<file path="src/rtl/fp16_max_reducer.sv">
// Streaming fp16 max/argmax over groups of up to WIN elements, 1-cycle result latency.
// Optional fused ReLU on out_max when MAXRED_RELU_EN is defined.
//
// state | meaning
// IDLE  | waiting for the first element of a group
// ACC   | accumulating; running max/idx/cnt valid
// OUT   | result held on out_* until consumer accepts
module fp16_max_reducer #(
  parameter int WIN   = 4,
  parameter int IDX_W = 8
) (
  input  logic             clk,
  input  logic             rst_n,
  input  logic [15:0]      in_data,
  input  logic             in_valid,
  input  logic             in_last,
  output logic             in_ready,
  output logic [15:0]      out_max,
  output logic [IDX_W-1:0] out_idx,
  output logic [IDX_W-1:0] out_cnt,
  output logic             out_valid,
  input  logic             out_ready
);

  typedef enum logic [1:0] {
    IDLE = 2'd0,
    ACC  = 2'd1,
    OUT  = 2'd2
  } stateT;

  // cnt before the increment equals WIN-1 exactly when the WIN-th element arrives
  localparam logic [IDX_W-1:0] LastCnt = IDX_W'(WIN - 1);

  stateT            state, stateNext;
  logic [15:0]      maxReg;
  logic [IDX_W-1:0] idxReg;
  logic [IDX_W-1:0] cntReg;
  logic             inXfer;

  // Strict "a beats b": sign first (+0 beats -0), then magnitude by sign.
  function automatic logic fpGreater(input logic [15:0] a, input logic [15:0] b);
    logic res;
    if (a[15] != b[15])
      res = b[15];
    else if (!a[15])
      res = (a[14:0] > b[14:0]);
    else
      res = (a[14:0] < b[14:0]);
    return res;
  endfunction

  assign in_ready  = (state != OUT);
  assign out_valid = (state == OUT);
  assign inXfer    = in_valid && in_ready;
  assign out_idx   = idxReg;
  assign out_cnt   = cntReg;

`ifdef MAXRED_RELU_EN
  assign out_max = maxReg[15] ? 16'h0000 : maxReg;
`else
  assign out_max = maxReg;
`endif

  always_comb begin
    stateNext = state;
    case (state)
      IDLE: if (inXfer) stateNext = in_last ? OUT : ACC;
      ACC:  if (inXfer && (in_last || cntReg == LastCnt)) stateNext = OUT;
      OUT:  if (out_ready) stateNext = IDLE;
      default: stateNext = IDLE;
    endcase
  end

  always_ff @(posedge clk or negedge rst_n) begin
    if (!rst_n) state <= IDLE;
    else        state <= stateNext;
  end

  always_ff @(posedge clk or negedge rst_n) begin
    if (!rst_n) begin
      maxReg <= 16'h0000;
      idxReg <= '0;
      cntReg <= '0;
    end else if (inXfer) begin
      if (state == IDLE) begin
        maxReg <= in_data;
        idxReg <= '0;
        cntReg <= IDX_W'(1);
      end else begin
        if (fpGreater(in_data, maxReg)) begin
          maxReg <= in_data;
          idxReg <= cntReg;
        end
        cntReg <= cntReg + IDX_W'(1);
      end
    end
  end

endmodule
</file>
<file path="config.mk">
export PLATFORM = sky130hd
export DESIGN_NAME = fp16_max_reducer
export DESIGN_NICKNAME = d
export VERILOG_FILES = /design/src/rtl/fp16_max_reducer.sv
export SDC_FILE = /design/constraint.sdc
export NUM_CORES = 1
export LEC_CHECK = 0
export BUFFER_PORTS_ARGS = -buffer_cell sky130_fd_sc_hd__buf_2
export CELL_PAD_IN_SITES_DETAIL_PLACEMENT = 2
export CELL_PAD_IN_SITES_GLOBAL_PLACEMENT = 2
export CORE_MARGIN = 2
export CORE_UTILIZATION = 29
export DETAILED_ROUTE_END_ITERATION = 8
export PLACE_DENSITY = 0.83
export SLEW_MARGIN = 15
export SYNTH_ARGS = -nofsm -noshare
export SYNTH_HDL_FRONTEND = slang
export SYNTH_SLANG_ARGS = --single-unit
</file>
<file path="constraint.sdc">
create_clock -name clk -period 2.1 [get_ports clk]
set_clock_uncertainty 0.05 [all_clocks]
set_input_delay 0.21 -clock clk [delete_from_list [all_inputs] [get_ports clk]]
set_output_delay 0.21 -clock clk [all_outputs]
set_load 0.05 [all_outputs]
</file>
==> flow_metrics.env, run 1 <==
export IMPL_overflow=0
export IMPL_io_buffers=54
export IMPL_vdd_drop_max_uv=719
export IMPL_async_flop_share_pct=100
export IMPL_multiInputGateArea_um2=1100
export IMPL_grt_pass1_wl_um=10900
export IMPL_yosysSeqAreaShare_pct=44.5
export IMPL_rows=29
export IMPL_fin_crit_sh_pct=118
export IMPL_cp_required_ns=2.23
export IMPL_synth_edf_count=0
export IMPL_end_kind="flop"
export IMPL_worst_slew_pin_slew_ns=0.823
export IMPL_violations="setup timing"
export IMPL_nets=299
export IMPL_drcViolationCount=0
export IMPL_cts_buffer_depth=2
export IMPL_cts_buffers=5
export IMPL_rsz0062_at_grt="yes"
export IMPL_synth_area_leader_cell="dfrtp_1"
export IMPL_pwr_density_cell_nw_per_um2=1710
export IMPL_nFillCells=686
export IMPL_dr_pass1_iters=4
export IMPL_whs_ns=0.0602
export IMPL_critPathSlowestCell="a211o_4"
export IMPL_layout_commonest_cell="buf_2"
export IMPL_r2r_slack_ns=-0.37
export IMPL_timing_final_ws_setup_ns=-0.372
export IMPL_fp_dieH_um=85.2
export IMPL_gp_routability_congestion=0.711
export IMPL_grt_max_degree=35
export IMPL_routedWlPerCell_um=21.3
export IMPL_cts_tree="done"
export IMPL_htree_levels=2
export IMPL_cap_violations=0
export IMPL_netlist_area_um2=1910
export IMPL_syn_area_per_cell_um2=10.7
export IMPL_synth_top_area_share_pct=44.5
export IMPL_ys_warn_count=0
export IMPL_grt_usage_pct=19.4
export IMPL_slew_viol_final=0
export IMPL_area_growth_pct=41.7
export IMPL_layout_common_cells="54 x buf_2, 25 x buf_4, 24 x nand2_1"
export IMPL_clkSinkCount=34
export IMPL_finalHoldViolCount=0
export IMPL_detail_route_iter0_violations=42
export IMPL_ys_types=37
export IMPL_max_freq_ghz=0.405
export IMPL_max_stage_delay_ns=0.37
export IMPL_initial_core_util_pct=30.1
export IMPL_start_kind="flop"
export IMPL_grt_antenna_before_repair=0
export IMPL_ff_latch_area_um2=872
export IMPL_routed_wl_um=7250
export IMPL_synth_nets=215
export IMPL_clk_latency_ns=0.29
export IMPL_cts_root_buf="clkbuf_8"
export IMPL_pin_count=55
export IMPL_path_class="reg -> reg"
export IMPL_fp_dieW_um=85.2
export IMPL_regToRegStartpoint="out_max[12]$_DFFE_PN0P_"
export IMPL_dr_total_vias=1698
export IMPL_slew_headroom_pct=45.1
export IMPL_finalPower_mw=4.63
export IMPL_ys_ff_latch=34
export IMPL_n_antenna_cell=0
export IMPL_min_path_cells=2
export IMPL_synthCells=178
export IMPL_worstPathMaxFanout=8
export IMPL_clk_pin_slew_ns=0.07
export IMPL_yosys_top_cells_area="dfrtp_1 44%, ha_1 10%, mux2_4 7.8%"
export IMPL_min_period_ns=2.47
export IMPL_dp_final_hpwl_um=4720
export IMPL_viasPerCell=4.99
export IMPL_reg2reg_to="out_max[12]$_DFFE_PN0P_"
export IMPL_hp_class="in -> reg"
export IMPL_design_core_area_um2=6350
export IMPL_drive_above_1_share_pct=56.7
export IMPL_setup_violations_final=23
export IMPL_grt_pass1_vias=1985
export IMPL_crit_arrival_ns=2.60
export IMPL_holdPathEnd="state[1]$_DFFE_PN0P_"
export IMPL_tns_ns=-6.63
export IMPL_hold_path_startpoint="out_ready"
export IMPL_outcome="finished, violations left"
export IMPL_crit_chain="inv_1 -> ha_1 -> nand4_1 -> inv_2 -> a21oi_4 -> and4b_2 -> a211o_4 -> mux2_4"
export IMPL_ys_flop_type="dfrtp_1"
export IMPL_ant_nets=0
export IMPL_dieArea_um2=7260
export IMPL_r2r_cells=8
export IMPL_power_leakage_nw=1.34
## synth_stat cells (all sizes together) (2+ instances only)
master	instances
inv	17
ha	16
mux2i	9
a21oi	10
xor2	4
buf	3
and2	2
nand2	24
nor2	9
mux2	15
dfrtp	34
nand4	6
nor4	2
or3	2
o21ai	7
## power breakdown
part,switching [mW],internal [mW]
combinational,1.86,1.12
sequential,0.159,0.902
clock,0.253,0.331
## worst max path at each step
| stage | start | to | slack (ns) | cells past startpoint |
|---|---|---|---|---|
| 5_1_grt | out_max[12]$_DFFE_PN0P_ | out_max[12]$_DFFE_PN0P_ | -0.44 | 8 |
| 6_report | out_max[12]$_DFFE_PN0P_ | out_max[12]$_DFFE_PN0P_ | -0.37 | 8 |
| 4_1_cts | out_max[9]$_DFFE_PN0P_ | out_max[12]$_DFFE_PN0P_ | -0.23 | 7 |
| 3_5_place_dp | out_max[14]$_DFFE_PN0P_ | out_max[6]$_DFFE_PN0P_ | -0.25 | 8 |
| 3_3_place_gp | out_max[9]$_DFFE_PN0P_ | out_max[8]$_DFFE_PN0P_ | -0.12 | 7 |
| 2_1_floorplan | out_max[9]$_DFFE_PN0P_ | out_max[10]$_DFFE_PN0P_ | -0.21 | 8 |
## per-stage QoR
step                      setup slack (ns)  instance area, um^2  cells  util [%]
after floorplan                     -0.208                 1970    178         -
after global placement              -0.115                 2470    327      38.9
after global routing                -0.436                 2710    340      42.7
after detailed placement            -0.249                 2470    327      38.9
after CTS                           -0.229                 2650    339      41.7
final                               -0.372                 2710    340      42.7
## worst max-delay path, delay by kind of cell (launching register included)
family | cells | cell delay (ns)
mux | 1 | 0.33
buf+inv | 2 | 0.25
flops | 1 | 0.36
compound gates | 2 | 0.46
fa+ha+maj | 1 | 0.30
simple gates | 2 | 0.60
## layout make-up
| type | instances | area share, % |
|---|---|---|
| clock buffer | 8 | 4.06 |
| inverter | 17 | 2.35 |
| multi-input combinational | 124 | 40.6 |
| sequential | 34 | 32.2 |
| tap | 77 | 3.55 |
| timing repair buffer | 80 | 17.3 |
## routing by layer
layer	vias to the layer above	GRT usage [%]	wire length [um]
met5	-	0	0
met4	0	7.36	181
met3	14	2.82	223
met2	35	36.0	4030
met1	864	22.3	2820
li1	785	-	-
## flip-flops by register name, summed over array words and instances (netlist names)
register and cells:
out_idx 8, out_cnt 8, out_max 16, state 2
## kinds of logic (layout without fill, tap and decap cells)
| group | count (synthesis) | after routing | share of synthesized area [%] |
|---|---|---|---|
| simple gates | 56 | 56 | 15.1 |
| xor+xnor | 4 | 4 | 1.83 |
| buf+inv | 21 | 105 | 5.04 |
| fa+ha+maj | 16 | 16 | 10.5 |
| compound gates | 23 | 24 | 7.59 |
| mux | 24 | 24 | 15.5 |
| flops | 34 | 34 | 44.5 |
## what timing repair did
action | in CTS | in global routing
hold buffers | 1 | 0
resized for setup | 8 | 12
pin swaps | 4 | 6
buffers inserted | 2 | 1
cloned | 1 | 0
endpoints found under the hold margin | 25 | 0
endpoints found under the setup margin | 23 | 25
No activity file was read; power rests on OpenSTA's default activity.
==> run 2: changes to the inputs <==
--- a/config.mk
+++ b/config.mk
@@ -11,7 +11,7 @@
 export CORE_MARGIN = 2
 export CORE_UTILIZATION = 29
 export DETAILED_ROUTE_END_ITERATION = 8
-export PLACE_DENSITY = 0.83
+export PLACE_DENSITY = 0.75
 export SLEW_MARGIN = 15
 export SYNTH_ARGS = -nofsm -noshare
 export SYNTH_HDL_FRONTEND = slang
==> flow_metrics.env, run 2 (same netlist as run 1, synthesis figures left out) <==
export IMPL_cts_root_buf="clkbuf_8"
export IMPL_drive_above_1_share_pct=59.8
export IMPL_io_buffers=54
export IMPL_cp_required_ns=2.22
export IMPL_slew_viol_final=0
export IMPL_start_kind="flop"
export IMPL_viasPerCell=4.93
export IMPL_netSwitchingPower_mw=2.31
export IMPL_slew_headroom_pct=48.2
export IMPL_gp_routability_congestion=0.715
export IMPL_layout_common_cells="54 x buf_2, 28 x buf_4, 24 x nand2_1"
export IMPL_design_core_area_um2=6350
export IMPL_switching_share_pct=48.2
export IMPL_p_int_mw=2.48
export IMPL_setup_violations_final=23
export IMPL_post_place_ws_ns=-0.249
export IMPL_fp_dieW_um=85.2
export IMPL_overflow=0
export IMPL_detail_route_iter0_violations=27
export IMPL_use_met1_pct=23.0
export IMPL_clkSinkCount=34
export IMPL_fin_crit_sh_pct=112
export IMPL_clkPwrFrac_pct=12.6
export IMPL_dieArea_um2=7260
export IMPL_hp_class="in -> reg"
export IMPL_cap_violations=0
export IMPL_largest_register_ffs=16
export IMPL_routed_wl_um=7110
export IMPL_dr_total_vias=1690
export IMPL_layout_commonest_cell="buf_2"
export IMPL_gr_max_usage_layer="met2"
export IMPL_outcome="finished, violations left"
export IMPL_nets=302
export IMPL_rows=29
export IMPL_violations="setup timing"
export IMPL_gr_usage_met2_pct=34.2
export IMPL_n_antenna_cell=0
export IMPL_clk_latency_ns=0.30
export IMPL_use_met3_pct=3.11
export IMPL_worstPathMaxFanout=8
export IMPL_clk_pin_slew_ns=0.08
export IMPL_grt_max_degree=35
export IMPL_routedWlPerCell_um=20.7
export IMPL_dp_final_hpwl_um=4440
export IMPL_worst_slew_pin_slew_ns=0.776
export IMPL_cts_buffers=5
export IMPL_crit_arrival_ns=2.48
export IMPL_min_period_ns=2.36
export IMPL_nFillCells=673
export IMPL_ff_latch_area_um2=872
export IMPL_cts_tree="done"
export IMPL_seqPwrFrac_pct=22.2
export IMPL_finalHoldViolCount=0
export IMPL_pin_count=55
export IMPL_area_growth_pct=48.5
export IMPL_pwr_density_cell_nw_per_um2=1690
export IMPL_grt_usage_pct=19.3
export IMPL_vdd_drop_max_uv=770
export IMPL_timing_final_ws_setup_ns=-0.257
export IMPL_fp_dieH_um=85.2
export IMPL_initial_core_util_pct=30.1
export IMPL_rsz0062_at_grt="yes"
export IMPL_cts_buffer_depth=2
export IMPL_max_freq_ghz=0.424
export IMPL_finalPower_mw=4.79
export IMPL_htree_levels=2
export IMPL_power_leakage_nw=1.37
export IMPL_pwr_share_comb_pct=65.2
export IMPL_path_class="reg -> reg"
export IMPL_grt_antenna_before_repair=0
export IMPL_end_kind="flop"
export IMPL_placed_area_um2=2490
export IMPL_ant_nets=0
export IMPL_grt_pass1_vias=1910
export IMPL_multiInputGateArea_um2=1210
export IMPL_grt_pass1_wl_um=10600
export IMPL_dr_pass1_iters=4
export IMPL_drcViolationCount=0
export IMPL_finish_instance_area_um2=2840
## run 2: changes by cell type in the layout (fill, tap and decap cells not counted), moves of 6 or more
cell	before	now
a21oi_1	9	3
ha_4	4	12
ha_1	12	4
a21oi_2	0	7
## run 2: metal layers
layer | vias to the layer above | share of wire [%]
met2 | 40 | 54
met4 | 0 | 3.2
met5 | - | 0
met1 | 844 | 40
met3 | 14 | 2.8
li1 | 792 | -
## run 2: stage by stage
| stage | util, % | instances | TNS (ns) | hold slack, ns |
|---|---|---|---|---|
| 6_report | 44.7 | 343 | -4.09 | 0.0567 |
| 3_5_place_dp | 39.2 | 329 | -3.51 | 0.298 |
| 5_1_grt | 44.7 | 343 | -6.72 | 0.0662 |
| 2_1_floorplan | - | 178 | -2.27 | -0.136 |
| 3_3_place_gp | 39.2 | 329 | -2.13 | 0.300 |
| 4_1_cts | 42.7 | 340 | -1.87 | 0.0518 |
## run 2: final cells by class
class,count,area share (%)
flip-flops and latches,34,30.7
clock buffers,7,2.69
repair buffers,83,17.3
well taps,77,3.39
multi-input cells,124,42.7
clock inverters,1,1.06
inverters,17,2.25
## run 2: power groups by stage
stage | combinational (mW) | sequential, mW | clock (mW)
final | 3.12 | 1.06 | 0.605
after global routing | 3.30 | 1.09 | 0.651
after CTS | 2.90 | 1.05 | 0.620
after detailed placement | 2.68 | 1.06 | 0
after global placement | 2.56 | 1.04 | 0
after floorplan | 1.10 | 1.80 | 0
## run 2: worst paths after layout
check	start	to	slack, ns	cells past startpoint
max	out_max[7]$_DFFE_PN0P_	out_max[14]$_DFFE_PN0P_	-0.26	8
min	out_ready	state[1]$_DFFE_PN0P_	0.06	2
max reg2reg	out_max[7]$_DFFE_PN0P_	out_max[14]$_DFFE_PN0P_	-0.26	8
min reg2reg	out_idx[0]$_DFFE_PN0P_	out_idx[0]$_DFFE_PN0P_	0.47	2
max in group asynchronous	rst_n	out_max[13]$_DFFE_PN0P_	0.97	2
min in group asynchronous	rst_n	out_max[3]$_DFFE_PN0P_	0.46	2
## run 2: critical path, cell delays in order, from the launching register on
cell	delay, ns
dfrtp_2	0.37
inv_1	0.07
ha_4	0.27
nand4_1	0.20
nor2_1	0.20
o21ai_2	0.10
and4b_2	0.27
a211o_4	0.37
mux2_4	0.33
## run 2: what timing repair did
action	CTS	global route
hold buffers	1	0
cloned	1	0
endpoints found under the hold margin	34	0
pin swaps	10	6
endpoints found under the setup margin	19	25
setup buffers	1	3
gates resized for setup	18	13
==> run 3: changes to the inputs <==
--- a/config.mk
+++ b/config.mk
@@ -11,7 +11,7 @@
 export CORE_MARGIN = 2
 export CORE_UTILIZATION = 29
 export DETAILED_ROUTE_END_ITERATION = 8
-export PLACE_DENSITY = 0.75
+export PLACE_DENSITY_LB_ADDON = 0.1
 export SLEW_MARGIN = 15
 export SYNTH_ARGS = -nofsm -noshare
 export SYNTH_HDL_FRONTEND = slang
==> flow_metrics.env, run 3 (same netlist as run 1, synthesis figures left out) <==
export IMPL_slew_headroom_pct=46.4
export IMPL_rows=29
export IMPL_fin_util_pct=42.5
export IMPL_ff_latch_area_um2=872
export IMPL_overflow=0
export IMPL_pwr_density_cell_nw_per_um2=1650
export IMPL_fp_dieH_um=85.2
export IMPL_finalPower_mw=4.46
export IMPL_cap_violations=0
export IMPL_violations="setup timing"
export IMPL_clkSinkCount=34
export IMPL_clk_latency_ns=0.29
export IMPL_largest_register_ffs=16
export IMPL_drcViolationCount=0
export IMPL_worstPathMaxFanout=8
export IMPL_initial_core_util_pct=30.1
export IMPL_io_buffers=54
export IMPL_dr_pass1_iters=4
export IMPL_r2r_cells=8
export IMPL_dp_final_hpwl_um=4310
export IMPL_start_kind="flop"
export IMPL_min_period_ns=2.32
export IMPL_design_core_area_um2=6350
export IMPL_dp_cells=327
export IMPL_path_class="reg -> reg"
export IMPL_cts_buffer_depth=2
export IMPL_rsz0062_at_grt="yes"
export IMPL_worst_slew_pin_slew_ns=0.804
export IMPL_n_antenna_cell=0
export IMPL_layout_commonest_cell="buf_2"
export IMPL_setup_violations_final=15
export IMPL_grt_max_degree=35
export IMPL_slew_viol_final=0
export IMPL_grt_usage_pct=16.7
export IMPL_fin_crit_sh_pct=111
export IMPL_routed_wl_um=5660
export IMPL_post_place_ws_ns=-0.214
export IMPL_min_path_cells=2
export IMPL_end_kind="flop"
export IMPL_power_leakage_nw=1.36
export IMPL_nets=299
export IMPL_viasPerCell=4.91
export IMPL_crit_arrival_ns=2.44
export IMPL_nFillCells=687
export IMPL_routedWlPerCell_um=16.6
export IMPL_tns_ns=-2.88
export IMPL_grt_pass1_wl_um=9540
export IMPL_pin_count=55
export IMPL_cp_required_ns=2.22
export IMPL_gp_routability_congestion=0.795
export IMPL_htree_levels=2
export IMPL_area_growth_pct=41.1
export IMPL_dr_total_vias=1669
export IMPL_hp_class="in -> reg"
export IMPL_clk_pin_slew_ns=0.08
export IMPL_multiInputGateArea_um2=1080
export IMPL_dieArea_um2=7260
export IMPL_max_freq_ghz=0.431
export IMPL_grt_pass1_vias=1888
export IMPL_cts_buffers=5
export IMPL_cts_root_buf="clkbuf_8"
export IMPL_ant_nets=0
export IMPL_layoutNonFillerInstCount=340
export IMPL_detail_route_iter0_violations=32
export IMPL_finish_instance_area_um2=2700
export IMPL_placed_area_um2=2470
export IMPL_fp_dieW_um=85.2
export IMPL_outcome="finished, violations left"
export IMPL_finalHoldViolCount=0
export IMPL_layout_common_cells="54 x buf_2, 25 x buf_4, 24 x nand2_1"
export IMPL_vdd_drop_max_uv=855
export IMPL_drive_above_1_share_pct=54.0
export IMPL_whs_ns=0.0596
export IMPL_grt_antenna_before_repair=0
export IMPL_timing_final_ws_setup_ns=-0.221
export IMPL_cts_tree="done"
## run 3: worst max-delay path: stages (launching register included)
cell	delay [ns]
dfrtp_2	0.37
inv_2	0.03
ha_1	0.29
nand4_1	0.24
nor2_1	0.15
o21ai_1	0.11
and4b_2	0.27
a211o_4	0.36
mux2_4	0.32
## run 3: timing repair
action,CTS,global route
cloned,1,0
setup endpoints to repair,19,25
hold buffers,1,0
setup buffers,3,0
endpoints found under the hold margin,16,0
pin swaps,8,2
gates resized for setup,10,4
## run 3: final timing paths
kind,startpoint,to,slack (ns)
max in group asynchronous,rst_n,out_max[4]$_DFFE_PN0P_,0.94
max reg2reg,out_max[9]$_DFFE_PN0P_,out_max[11]$_DFFE_PN0P_,-0.22
min,out_ready,state[1]$_DFFE_PN0P_,0.06
min in group asynchronous,rst_n,out_max[7]$_DFFE_PN0P_,0.49
min reg2reg,out_idx[5]$_DFFE_PN0P_,out_idx[5]$_DFFE_PN0P_,0.49
max,out_max[9]$_DFFE_PN0P_,out_max[11]$_DFFE_PN0P_,-0.22
## run 3: routing by layer
| metal | up-vias | wire length [um] | track usage (%) |
|---|---|---|---|
| met5 | - | 0 | 0 |
| met4 | 0 | 58 | 3.90 |
| met3 | 5 | 248 | 3.50 |
| met2 | 44 | 2890 | 30.0 |
| met1 | 831 | 2460 | 20.4 |
| li1 | 789 | - | - |
## run 3: area by class of cell
type                            count  share of cell area, %
Clock buffer                        7                   3.20
Clock inverter                      1                   1.11
Inverter                           17                   2.36
Multi-Input combinational cell    124                   40.1
Sequential cell                    34                   32.3
Tap cell                           77                   3.57
Timing Repair Buffer               80                   17.3
## run 3: power by group
part	internal, mW	leakage, nW	total, mW	switching, mW
combinational	1.09	0.886	2.77	1.69
sequential	0.901	0.413	1.05	0.151
clock	0.387	0.0585	0.637	0.250
total	2.38	1.36	4.46	2.09
